### config.mk
export PLATFORM = sky130hd
export DESIGN_NAME = shift_sequencer_flat
export DESIGN_NICKNAME = d
export VERILOG_FILES = /design/src/rtl/shift_sequencer_pkg.sv /design/src/rtl/shift_sequencer_if.sv /design/src/rtl/shift_sequencer_step.sv /design/src/rtl/shift_sequencer.sv /design/src/flat_wrapper.sv
export SDC_FILE = /design/constraint.sdc
export NUM_CORES = 1
export LEC_CHECK = 0
export CAP_MARGIN = 20
export CORE_MARGIN = 3
export CORE_UTILIZATION = 45
export CTS_CLUSTER_DIAMETER = 150
export DETAILED_ROUTE_END_ITERATION = 12
export MAX_ROUTING_LAYER = met4
export PLACE_DENSITY = 0.8
export SYNTH_ARGS = -nofsm -noshare
export SYNTH_HDL_FRONTEND = slang
export SYNTH_SLANG_ARGS = --single-unit
### constraint.sdc
create_clock -name clk -period 3.9 [get_ports clk]
set_clock_uncertainty 0.2 [all_clocks]
set_input_delay 1.17 -clock clk [delete_from_list [all_inputs] [get_ports clk]]
set_output_delay 1.17 -clock clk [all_outputs]
set_load 0.1 [all_outputs]
### src/rtl/shift_sequencer_pkg.sv
// Shared definitions for the iterative Val2 / shifter-carry generator:
// shift kinds, FSM states, latched-operand record and the operand decoder.
package shift_sequencer_pkg;

  localparam int unsigned DataW = 32;

  // Architectural shift-type field encoding (instruction bits [6:5]).
  localparam logic [1:0] ShLsl = 2'b00;
  localparam logic [1:0] ShLsr = 2'b01;
  localparam logic [1:0] ShAsr = 2'b10;
  localparam logic [1:0] ShRor = 2'b11;

  // Internal shift kind; RRX gets its own code since it is not a plain rotate.
  typedef enum logic [2:0] {
    KindLsl = 3'b000,
    KindLsr = 3'b001,
    KindAsr = 3'b010,
    KindRor = 3'b011,
    KindRrx = 3'b100
  } kind_e;

  typedef enum logic [1:0] {
    StIdle  = 2'b00,
    StLoad  = 2'b01,
    StShift = 2'b10,
    StDone  = 2'b11
  } state_e;

  // Decoded operand: starting data, shift kind and total shift amount (0..32).
  typedef struct packed {
    logic [DataW-1:0] data;
    kind_e            kind;
    logic [5:0]       amount;
  } op_t;

  // Decode the three operand forms; los beats imm, imm beats register shift.
  function automatic op_t decode_op(input logic [11:0]      shift_operand,
                                    input logic [DataW-1:0] val_rm,
                                    input logic             imm,
                                    input logic             los);
    op_t op;
    op.data   = '0;
    op.kind   = KindLsl;
    op.amount = '0;
    if (los) begin
      op.data = {20'b0, shift_operand};
    end else if (imm) begin
      op.data   = {24'b0, shift_operand[7:0]};
      op.kind   = KindRor;
      op.amount = {1'b0, shift_operand[11:8], 1'b0};
    end else begin
      op.data   = val_rm;
      op.amount = {1'b0, shift_operand[11:7]};
      case (shift_operand[6:5])
        ShLsl: op.kind = KindLsl;
        ShLsr: begin
          op.kind = KindLsr;
          if (shift_operand[11:7] == 5'd0) op.amount = 6'd32;
        end
        ShAsr: begin
          op.kind = KindAsr;
          if (shift_operand[11:7] == 5'd0) op.amount = 6'd32;
        end
        default: begin
          // ROR #0 encodes RRX: a single one-bit rotate through carry.
          if (shift_operand[11:7] == 5'd0) begin
            op.kind   = KindRrx;
            op.amount = 6'd1;
          end else begin
            op.kind = KindRor;
          end
        end
      endcase
    end
    return op;
  endfunction

endpackage

### src/rtl/shift_sequencer_if.sv
// Request/response bundle between the EX-stage operand registers and the
// shift sequencer.
interface shift_sequencer_if;
  import shift_sequencer_pkg::*;

  logic             start;
  logic [DataW-1:0] val_rm;
  logic [11:0]      shift_operand;
  logic             imm;
  logic             los;
  logic             carry_in;
  logic             busy;
  logic             done;
  logic [DataW-1:0] val2;
  logic             shifter_carry;

  modport master (
    output start, val_rm, shift_operand, imm, los, carry_in,
    input  busy, done, val2, shifter_carry
  );

  modport slave (
    input  start, val_rm, shift_operand, imm, los, carry_in,
    output busy, done, val2, shifter_carry
  );

endinterface

### src/rtl/shift_sequencer_step.sv
// Combinational single-chunk shifter: moves data by k bits (0..8) in the
// requested direction and reports the last bit shifted out as carry.
module shift_sequencer_step
  import shift_sequencer_pkg::*;
(
  input  logic [DataW-1:0] data_i,
  input  kind_e            kind_i,
  input  logic [3:0]       k_i,
  input  logic             carry_i,
  output logic [DataW-1:0] data_o,
  output logic             carry_o
);

  // One guard bit beside the data catches the last bit shifted out.
  logic [DataW:0]   lsl_w;
  logic [DataW:0]   lsr_w;
  logic [DataW:0]   asr_w;
  logic [DataW-1:0] ror_w;

  // Compute every candidate result, then select by kind.
  always_comb begin
    lsl_w = {1'b0, data_i} << k_i;
    lsr_w = {data_i, 1'b0} >> k_i;
    asr_w = $signed({data_i, 1'b0}) >>> k_i;
    ror_w = (data_i >> k_i) | (data_i << (6'd32 - {2'b00, k_i}));

    data_o  = data_i;
    carry_o = carry_i;
    if (kind_i == KindRrx) begin
      data_o  = {carry_i, data_i[DataW-1:1]};
      carry_o = data_i[0];
    end else if (k_i != 4'd0) begin
      case (kind_i)
        KindLsl: begin
          data_o  = lsl_w[DataW-1:0];
          carry_o = lsl_w[DataW];
        end
        KindLsr: begin
          data_o  = lsr_w[DataW:1];
          carry_o = lsr_w[0];
        end
        KindAsr: begin
          data_o  = asr_w[DataW:1];
          carry_o = asr_w[0];
        end
        KindRor: begin
          data_o  = ror_w;
          carry_o = ror_w[DataW-1];
        end
        default: begin
          data_o  = data_i;
          carry_o = carry_i;
        end
      endcase
    end
  end

endmodule

### src/rtl/shift_sequencer.sv
// Iterative ARM Val2 generator: decodes the second operand in LOAD, then
// shifts STEP bits per cycle until the full amount has been applied.
module shift_sequencer
  import shift_sequencer_pkg::*;
#(
  parameter int unsigned STEP = 1
) (
  input  logic        clk,
  input  logic        rst,
  shift_sequencer_if.slave bus_io
);

  if (!(STEP == 1 || STEP == 2 || STEP == 4 || STEP == 8)) begin : g_bad_step
    $error("shift_sequencer: STEP must be 1, 2, 4 or 8");
  end

  localparam logic [5:0] StepRem = 6'(STEP);
  localparam logic [3:0] StepK   = 4'(STEP);

  state_e           state_q, state_d;
  logic [DataW-1:0] data_q, data_d;
  kind_e            kind_q, kind_d;
  logic [5:0]       rem_q, rem_d;
  logic             cin_q, cin_d;
  logic [DataW-1:0] val2_q, val2_d;
  logic             shc_q, shc_d;

  op_t              op;
  logic [3:0]       k;
  logic [DataW-1:0] step_data;
  logic             step_carry;

  // Decode the live inputs; only consumed while in LOAD.
  always_comb begin
    op = decode_op(bus_io.shift_operand, bus_io.val_rm, bus_io.imm, bus_io.los);
  end

  // Chunk size for this cycle: min(STEP, remaining).
  always_comb begin
    k = (rem_q < StepRem) ? rem_q[3:0] : StepK;
  end

  shift_sequencer_step u_step (
    .data_i  (data_q),
    .kind_i  (kind_q),
    .k_i     (k),
    .carry_i (cin_q),
    .data_o  (step_data),
    .carry_o (step_carry)
  );

  // Next-state and datapath updates for the four-state sequencer.
  always_comb begin
    state_d = state_q;
    data_d  = data_q;
    kind_d  = kind_q;
    rem_d   = rem_q;
    cin_d   = cin_q;
    val2_d  = val2_q;
    shc_d   = shc_q;
    unique case (state_q)
      StIdle: begin
        if (bus_io.start) state_d = StLoad;
      end
      StLoad: begin
        data_d = op.data;
        kind_d = op.kind;
        rem_d  = op.amount;
        cin_d  = bus_io.carry_in;
        if (op.amount == 6'd0) begin
          // Nothing to shift: result is the decoded data, carry passes through.
          val2_d  = op.data;
          shc_d   = bus_io.carry_in;
          state_d = StDone;
        end else begin
          state_d = StShift;
        end
      end
      StShift: begin
        data_d = step_data;
        rem_d  = rem_q - {2'b00, k};
        if (rem_q <= StepRem) begin
          val2_d  = step_data;
          shc_d   = step_carry;
          state_d = StDone;
        end
      end
      StDone: begin
        state_d = StIdle;
      end
      default: state_d = StIdle;
    endcase
  end

  // State and datapath registers with synchronous reset.
  always_ff @(posedge clk) begin
    if (rst) begin
      state_q <= StIdle;
      data_q  <= '0;
      kind_q  <= KindLsl;
      rem_q   <= '0;
      cin_q   <= 1'b0;
      val2_q  <= '0;
      shc_q   <= 1'b0;
    end else begin
      state_q <= state_d;
      data_q  <= data_d;
      kind_q  <= kind_d;
      rem_q   <= rem_d;
      cin_q   <= cin_d;
      val2_q  <= val2_d;
      shc_q   <= shc_d;
    end
  end

  assign bus_io.busy          = (state_q != StIdle);
  assign bus_io.done          = (state_q == StDone);
  assign bus_io.val2          = val2_q;
  assign bus_io.shifter_carry = shc_q;

endmodule
### src/flat_wrapper.sv
// flat-port wrapper written by rule: the top's interface ports become plain ports
module shift_sequencer_flat import shift_sequencer_pkg::*;
#(
  parameter int unsigned STEP = 1
)
  (clk, rst, bus_io_start, bus_io_val_rm, bus_io_shift_operand, bus_io_imm, bus_io_los, bus_io_carry_in, bus_io_busy, bus_io_done, bus_io_val2, bus_io_shifter_carry);
  shift_sequencer_if bus_io_i ();
  input  logic clk;
  input  logic rst;
  input wire logic [$bits(bus_io_i.start)-1:0] bus_io_start;
  input wire logic [$bits(bus_io_i.val_rm)-1:0] bus_io_val_rm;
  input wire logic [$bits(bus_io_i.shift_operand)-1:0] bus_io_shift_operand;
  input wire logic [$bits(bus_io_i.imm)-1:0] bus_io_imm;
  input wire logic [$bits(bus_io_i.los)-1:0] bus_io_los;
  input wire logic [$bits(bus_io_i.carry_in)-1:0] bus_io_carry_in;
  output wire logic [$bits(bus_io_i.busy)-1:0] bus_io_busy;
  output wire logic [$bits(bus_io_i.done)-1:0] bus_io_done;
  output wire logic [$bits(bus_io_i.val2)-1:0] bus_io_val2;
  output wire logic [$bits(bus_io_i.shifter_carry)-1:0] bus_io_shifter_carry;
  assign bus_io_i.start = bus_io_start;
  assign bus_io_i.val_rm = bus_io_val_rm;
  assign bus_io_i.shift_operand = bus_io_shift_operand;
  assign bus_io_i.imm = bus_io_imm;
  assign bus_io_i.los = bus_io_los;
  assign bus_io_i.carry_in = bus_io_carry_in;
  assign bus_io_busy = bus_io_i.busy;
  assign bus_io_done = bus_io_i.done;
  assign bus_io_val2 = bus_io_i.val2;
  assign bus_io_shifter_carry = bus_io_i.shifter_carry;
  shift_sequencer #(.STEP(STEP)) u_core (.clk(clk), .rst(rst), .bus_io(bus_io_i));
endmodule
==> results summary, run 1 <==
The total wirelength of the detailed-routed design is 14.55 mm. The quantity of I/O buffers inserted on ports is 84. The data arrival at the endpoint of the critical path is 3590 ps. The library cell used most frequently in the layout, excluding fill and tap cells, is nor2_1.

Of the available clock period, the critical path in the final layout requires 90.29%. Of the cells placed in the final design, the portion with a size suffix greater than 1 is 14.49%. Once layout is complete, the utilization of the core stands at 56.90%.

The average vias per placed instance is 6.059. Pin placement for this block handled 85 I/O pins. In this run the number of H-tree levels came out at 3. The synthesized netlist occupies a cell area of 0.004796 mm2. The number of stages on the worst setup path is 10. The final-report hold violation count came out at 0. The pin count of the biggest net entering global routing came out at 42. The depth of the most critical reg-to-reg path is 11.

The number of DRC markers in iteration 0 came out at 322. The detailed placement HPWL came out at 10.60 mm. STA classifies the critical path endpoint as a register. The transition time at the pin with the least slew margin came out at 868.8 ps. The flip-flop and latch count after synthesis came out at 77.

The TritonCTS clock tree is built. After routing the design area is 0.005874 mm2. The number of pins exceeding their max-slew limit in the final report is 0. Among all stages on the critical path, the largest delay is contributed by clkdlybuf4s50_1. Registers are responsible for 24.1% of the overall power.

0 antenna diodes ended up in the layout. The final weighted congestion in routability-driven placement came out at 0.9004. The hold buffer count at CTS is 0. STA classifies the critical path startpoint as an input port. The initial standard-cell utilization of the core came out at 46.45%. For this run, the post-layout net count is 753. The static leakage power came out at 2.169 nW. The library cells used most frequently in the layout, excluding fill and tap cells, are nor2_1 (87), nand2_1 (81), dfxtp_1 (77).

The maximum clock insertion buffer count is 2. The number of cells traversed by the worst hold path is 2. The area growth from synthesis to layout is 22.49%. The critical path required time came out at 3970 ps. The number of vias after detailed routing came out at 5,047. After detailed placement, the total cell area comes to 0.005674 mm2. Buffers added to address setup during post-CTS repair amount to 0. The register area share after synthesis is 32.14%.

The count of unique library cells instantiated by Yosys came out at 65. Setup repair after global routing left no endpoint under its margin. In this run switching power makes up 53.96% of total power. The number of max-cap violations came out at 0. The floorplan has 37 rows. The count of buffering cells on the critical path with inverters included is 3. The fraction of power consumed by combinational cells is 64.7%.

The tightest slew margin relative to the limit is 41.95%. In the final routed layout, each cell accounts on average for 17.47 um. The cell-internal power is 2.516 mW. The peak supply drop is 0.7048 mV. The delay contributed by the slowest stage of the critical path came out at 500 ps. The pre-CTS setup slack came out at 33.65 ps. The residual overflow from global routing is 0.

The initial antenna violation count is 0. The number of clock buffers added by TritonCTS is 9. Summed over all failing endpoints, the final setup total negative slack is 0 ps.

Walking the worst path, the cells encountered are clkdlybuf4s50_1, inv_1, ha_1, nor4_1, o31ai_1, nand2_1, and4_1, buf_12, nor2_1, a211oi_1. The power per standard cell area came out at 930.4 mW/mm2. The clock-pin transition on the worst setup and hold timing paths is 80 ps. The clock network accounts for 11.2% of the total power. The die span in x came out at 109.2 um. Derived from the worst setup path, the maximum achievable clock frequency is 0.2840 GHz. In this run the worst path has a maximum fanout of 29. The root cell of the clock tree is clkbuf_8. The worst setup slack after layout is 378.6 ps.

The critical path is of the in2reg type. The aggregate global-route resource usage came out at 25.31%. The share of flip-flops with an asynchronous set or reset after synthesis is 0%. The count of cells resized by post-cts repair came out at 0. The flip-flop cell with the highest count after synthesis is dfxtp_1. The count of clock tree sinks is 77.

The height of the die is 109.2 um. The net switching power figure is 2.949 mW. The detail route stage leaves a number of antenna-violating nets equal to 0. The DRC violations left is 0. A synthesized cell averages 7.661 um2. The floorplan step defined a die boundary enclosing 0.01193 mm2. Grouping stages by cell kind, the critical path spends the most delay in simple AND/OR/NAND/NOR gates. The via count of the first global-routing pass came out at 4,598. After floorplanning, the core was sized to cover 0.01032 mm2. The path class of the tightest hold or removal check is reg2reg. The wire length of the first global-routing pass came out at 23.20 mm. The later-pin clock latency in the skew report came out at 360 ps. During synthesis, Yosys emitted a total of 0 warnings. The shortest period the worst path allows came out at 3521 ps. The number of iterations in the first detailed-routing pass is 5. The flow ran to the end, and the final reports show no timing, DRC or antenna violations.

The total nets after synthesis is 687. Setup violations remaining at the end of the flow were counted as 0. In this run, synthesis inferred 0 flip-flops with an integrated enable. The number of standard cells after synthesis is 626.
cell type report:
cell class                 count  area [um2]
clock inverter                 7       76.32
multi-input combinational    486        2967
clock buffer                   9       123.9
inverter                      12       45.04
timing repair buffer         106       950.9
tap                          136       170.2
fill                         940        4449
sequential                    77        1541
worst register-to-register path, delay by kind of cell, from the launching register on:
kind,cells,cell delay [ps]
compound gates,2,500
buf+inv,2,330
flops,1,400
fa+ha+maj,1,290
simple gates,6,1190
cells in the mapped netlist (all sizes together) (7+ instances only):
cell type  count  area share, %
nor3          21            2.9
clkbuf        30            2.3
inv           12           0.94
dfxtp         77             32
nand2         82            6.5
a31oi         11            1.4
o221ai         7            1.3
nand3         18            1.9
ha            11            2.9
mux2i         25            5.2
o211ai         9            1.4
a22oi         15            2.3
a21oi         45            4.8
buf           21            2.9
nor2          87            6.8
nand2b        10            1.3
a211oi        44            6.9
o21ai         22            2.4
power by group through the flow:
stage                     Combinational, mW  Sequential, mW  Clock, mW
after floorplan                        2.03            1.96          0
after global placement                 3.43            1.32          0
after detailed placement               3.51            1.32          0
after CTS                              3.52            1.31      0.622
after global routing                   3.84            1.35      0.649
final                                  3.53            1.32      0.614
metrics by stage:
| step | hold slack, ps | cells | power, mW |
|---|---|---|---|
| after detailed placement | 252.2 | 817 | 4.834 |
| after floorplan | 239.9 | 626 | 3.989 |
| after CTS | 263.1 | 833 | 5.453 |
| after global placement | 246.5 | 817 | 4.748 |
| after global routing | 283.4 | 833 | 5.837 |
| final | 263.5 | 833 | 5.466 |
flip-flops by register name, summed over array words and instances, names as in the netlist:
name / count
u_core.state_q: 2
u_core.bus_io.shifter_carry: 1
u_core.data_q: 32
u_core.bus_io.val2: 32
u_core.rem_q: 6
u_core.cin_q: 1
u_core.kind_q: 3
worst paths after layout:
check	end	slack [ps]	start
worst max-delay path	u_core.bus_io.val2[25]	380	bus_io_shift_operand[5]
worst min-delay path	u_core.bus_io.val2[15]	260	u_core.bus_io.val2[15]
worst max register to register	u_core.bus_io.val2[12]	860	u_core.rem_q[1]
worst min register to register	u_core.bus_io.val2[15]	260	u_core.bus_io.val2[15]
cell families (layout without fill, tap and decap cells):
family	Yosys count	after routing	synth area share [%]
compound gates	189	189	26.82
xor+xnor	1	1	0.1827
simple gates	254	254	25.12
flops	77	77	32.14
buf+inv	63	134	6.157
mux	30	30	6.627
other cells	1	1	0.07819
fa+ha+maj	11	11	2.870
layer usage:
metal  up-vias  track usage [%]  part of all wire (%)
met5         -                -                     0
met4         0            9.795                   2.8
met3        39            3.256                   6.5
met2       212            39.39                    45
met1      2381            33.53                    45
li1       2415                -                     -
No activity file was read; power rests on OpenSTA's default activity.
==> inputs of run 2 (changes only) <==
--- a/config.mk
+++ b/config.mk
@@ -8,7 +8,7 @@
 export CAP_MARGIN = 20
 export CORE_MARGIN = 3
 export CORE_UTILIZATION = 45
-export CTS_CLUSTER_DIAMETER = 150
+export CTS_CLUSTER_DIAMETER = 200
 export DETAILED_ROUTE_END_ITERATION = 12
 export MAX_ROUTING_LAYER = met4
 export PLACE_DENSITY = 0.8
==> results of run 2 <==
The final DEF is identical to that of run 1; final timing and power are the same.
==> inputs of run 3 (changes only) <==
--- a/config.mk
+++ b/config.mk
@@ -5,11 +5,12 @@
 export SDC_FILE = /design/constraint.sdc
 export NUM_CORES = 1
 export LEC_CHECK = 0
-export CAP_MARGIN = 20
+export CAP_MARGIN = 40
 export CORE_MARGIN = 3
 export CORE_UTILIZATION = 45
 export CTS_CLUSTER_DIAMETER = 200
 export DETAILED_ROUTE_END_ITERATION = 12
+export GPL_ROUTABILITY_DRIVEN = 0
 export MAX_ROUTING_LAYER = met4
 export PLACE_DENSITY = 0.8
 export SYNTH_ARGS = -nofsm -noshare
==> run 3 against run 2 <==
  * Sequential power about the same
  * Power down 0.16%
  * Die area unchanged
  * Critical path type unchanged
  * Largest cell class unchanged
  * Largest power group unchanged
==> results summary, run 3 (same netlist as run 1, synthesis figures left out) <==
The run finished with clean final reports. The data arrival at the endpoint of the critical path came out at 3620 ps. The final antenna-violating net count came out at 0.

The initialized floorplan defines 37 standard-cell rows. Counting every sink on the clock net gives 77. Of the total power, combinational logic draws 63.8%. The maximum clock insertion buffer count is 2. Setup repair after global routing left no endpoint under its margin. The placeable core region came out at 0.01032 mm2. The setup total negative slack came out at 0 ps. The DRC violations left came out at 0. The total wirelength of the detailed-routed design is 14.39 mm. The tightest slew margin relative to the limit is 40.91%. The final-report hold violation count came out at 0. The endpoint of the worst hold path is u_core.bus_io.val2[14]. The count of inserted antenna diode cells came out at 0. The later-pin clock latency in the skew report is 350 ps. The share of layout cells above drive strength 1 came out at 14.22%. The portion of the clock cycle consumed by the worst path in the final layout is 91.21%. The layout overhead on the synthesized area is 22.12%. The residual overflow from global routing came out at 0. The worst register-to-register path has a depth of 11. After layout, the minimum clock period comes to 3557 ps. The aggregate global-route resource usage came out at 25.13%. The number of pins exceeding their max-slew limit in the final report came out at 0.

Leaving out fill and tap cells, the most frequent cell in the layout is nor2_1. The startpoint identified for the worst register-to-register timing path is u_core.rem_q[1]. The wire length of the first global-routing pass is 23.31 mm. The clock group share of total power is 12.1%. The critical path required time came out at 3960 ps. The initial antenna violation count came to 0. The pin count of the biggest net entering global routing came out at 49. The element type at the critical path end is a register.

The initial standard-cell utilization of the core came out at 46.45%. The final setup violation count came out at 0. The number of levels the H-tree was split into is 3. Setup slack on the critical path of the routed design comes to 342.7 ps. Walking the worst path, the cells encountered are clkdlybuf4s50_1, inv_1, ha_1, nor4_1, o31ai_1, nand2_1, and4_1, buf_4, nor2_1, a211oi_1. The worst hold path belongs to the class reg2reg. The startpoint identified for the worst hold timing path is u_core.bus_io.val2[14]. The number of cells traversed by the worst hold path is 2.

At the pin with the least slew margin, the transition time is 886.3 ps. The kind of critical path is in2reg. The count of buffering cells on the critical path with inverters included is 3.

The clock-pin transition on the worst setup and hold timing paths came out at 80 ps. The power per standard cell area is 931.7 mW/mm2. The net switching power figure came out at 2.926 mW. The number of I/O pins is 85. The count of cells resized by post-cts repair came out at 0. Grouping stages by cell kind, the critical path spends the most delay in simple AND/OR/NAND/NOR gates. The number of iterations in the first detailed-routing pass is 6.

The hold buffer count at CTS is 0. The pre-CTS setup slack came out at 12.60 ps. The via count of the first global-routing pass came out at 4,666. Buffers added to address setup during post-CTS repair amount to 0.

Buffers inserted during clock tree synthesis total 9. The count of buffers added on input and output ports is 84. Summed over all nets, the half-perimeter wirelength after detailed placement is 10.33 mm. The peak supply drop came out at 0.5727 mV. The cell-internal power came out at 2.530 mW. The die span in x is 109.2 um. TritonCTS built the clock tree. The largest individual stage delay along the critical path comes from the cell clkdlybuf4s50_1. The setup slack of the worst register-to-register path came out at 880 ps. The average wire per standard cell is 17.30 um. The achievable frequency came out at 0.2811 GHz. The highest fanout seen on the critical path is 18. The switching part of the total is 53.63%. Per report_power, the sequential group accounts for 24.1% of the total. In this run the critical register-to-register path is captured at u_core.bus_io.val2[30]. The most critical setup path has its startpoint at bus_io_shift_operand[5]. The net count of the finished layout is 752. The number of max-cap violations came out at 0. The die is 109.2 um tall. The number of DRC markers in iteration 0 is 416. The static leakage power came out at 2.159 nW.

The overall die area is 0.01193 mm2. The average vias per placed instance came out at 6.125. In the layout the commonest cells are nor2_1 (87), nand2_1 (81), dfxtp_1 (77).

The root buffer cell chosen for the clock tree is clkbuf_8. The number of vias after detailed routing came out at 5,096. For this run, the slowest stage of the critical path takes 510 ps.

The worst setup path is launched from an input port.
## run 3: changes by cell type in the layout (fill, tap and decap cells not counted), sizes merged
cell / change
buf: -1
clkinvlp: +1
clkbuf: +1
bufinv: +1
clkinv: -3
## run 3: worst max-delay path by stage
stage	end	slack, ps	cells past startpoint
after CTS	u_core.bus_io.val2[21]	370	10
after floorplan	u_core.bus_io.val2[13]	870	10
final	u_core.bus_io.val2[21]	340	10
after detailed placement	u_core.bus_io.val2[21]	10	10
after global placement	u_core.bus_io.val2[22]	130	10
after global routing	u_core.bus_io.shifter_carry	160	10
## run 3: power groups by stage
stage          clock, mW  combinational [mW]  sequential [mW]
6_report           0.658                3.48             1.32
5_1_grt            0.701                3.78             1.35
4_1_cts            0.665                3.46             1.30
3_5_place_dp           0                3.45             1.32
3_3_place_gp           0                3.35             1.31
2_1_floorplan          0                2.03             1.96
## run 3: layer usage
metal	track usage, %	routed length, um	vias up
met2	38.51	6521	263
met1	32.74	6184	2371
met3	5.921	1337	38
li1	-	-	2424
met4	8.281	346	0
met5	-	0	-
## run 3: tightest hold or removal path: stages (launching register included)
cell     delay [ps]
dfxtp_1         320
nand2_1          50
a21oi_1          50
## run 3: area by class of cell
cell class	instances	area (um2)
Multi-Input combinational cell	486	2967
Tap cell	136	170.2
Sequential cell	77	1541
Fill cell	947	4467
Clock inverter	6	87.58
Clock buffer	10	127.6
Inverter	12	45.04
Timing Repair Buffer	105	918.4
## run 3: through the flow
stage	utilization [%]	instances	cell area (um2)	hold slack, ps	power, mW
floorplan	-	626	4796	239.9	3.989
global placement	54.65	816	5642	246.8	4.654
detailed placement	54.65	816	5642	250.7	4.766
CTS	56.73	832	5857	261.6	5.429
global route	56.73	832	5857	290.1	5.826
finish	56.73	832	5857	261.0	5.457
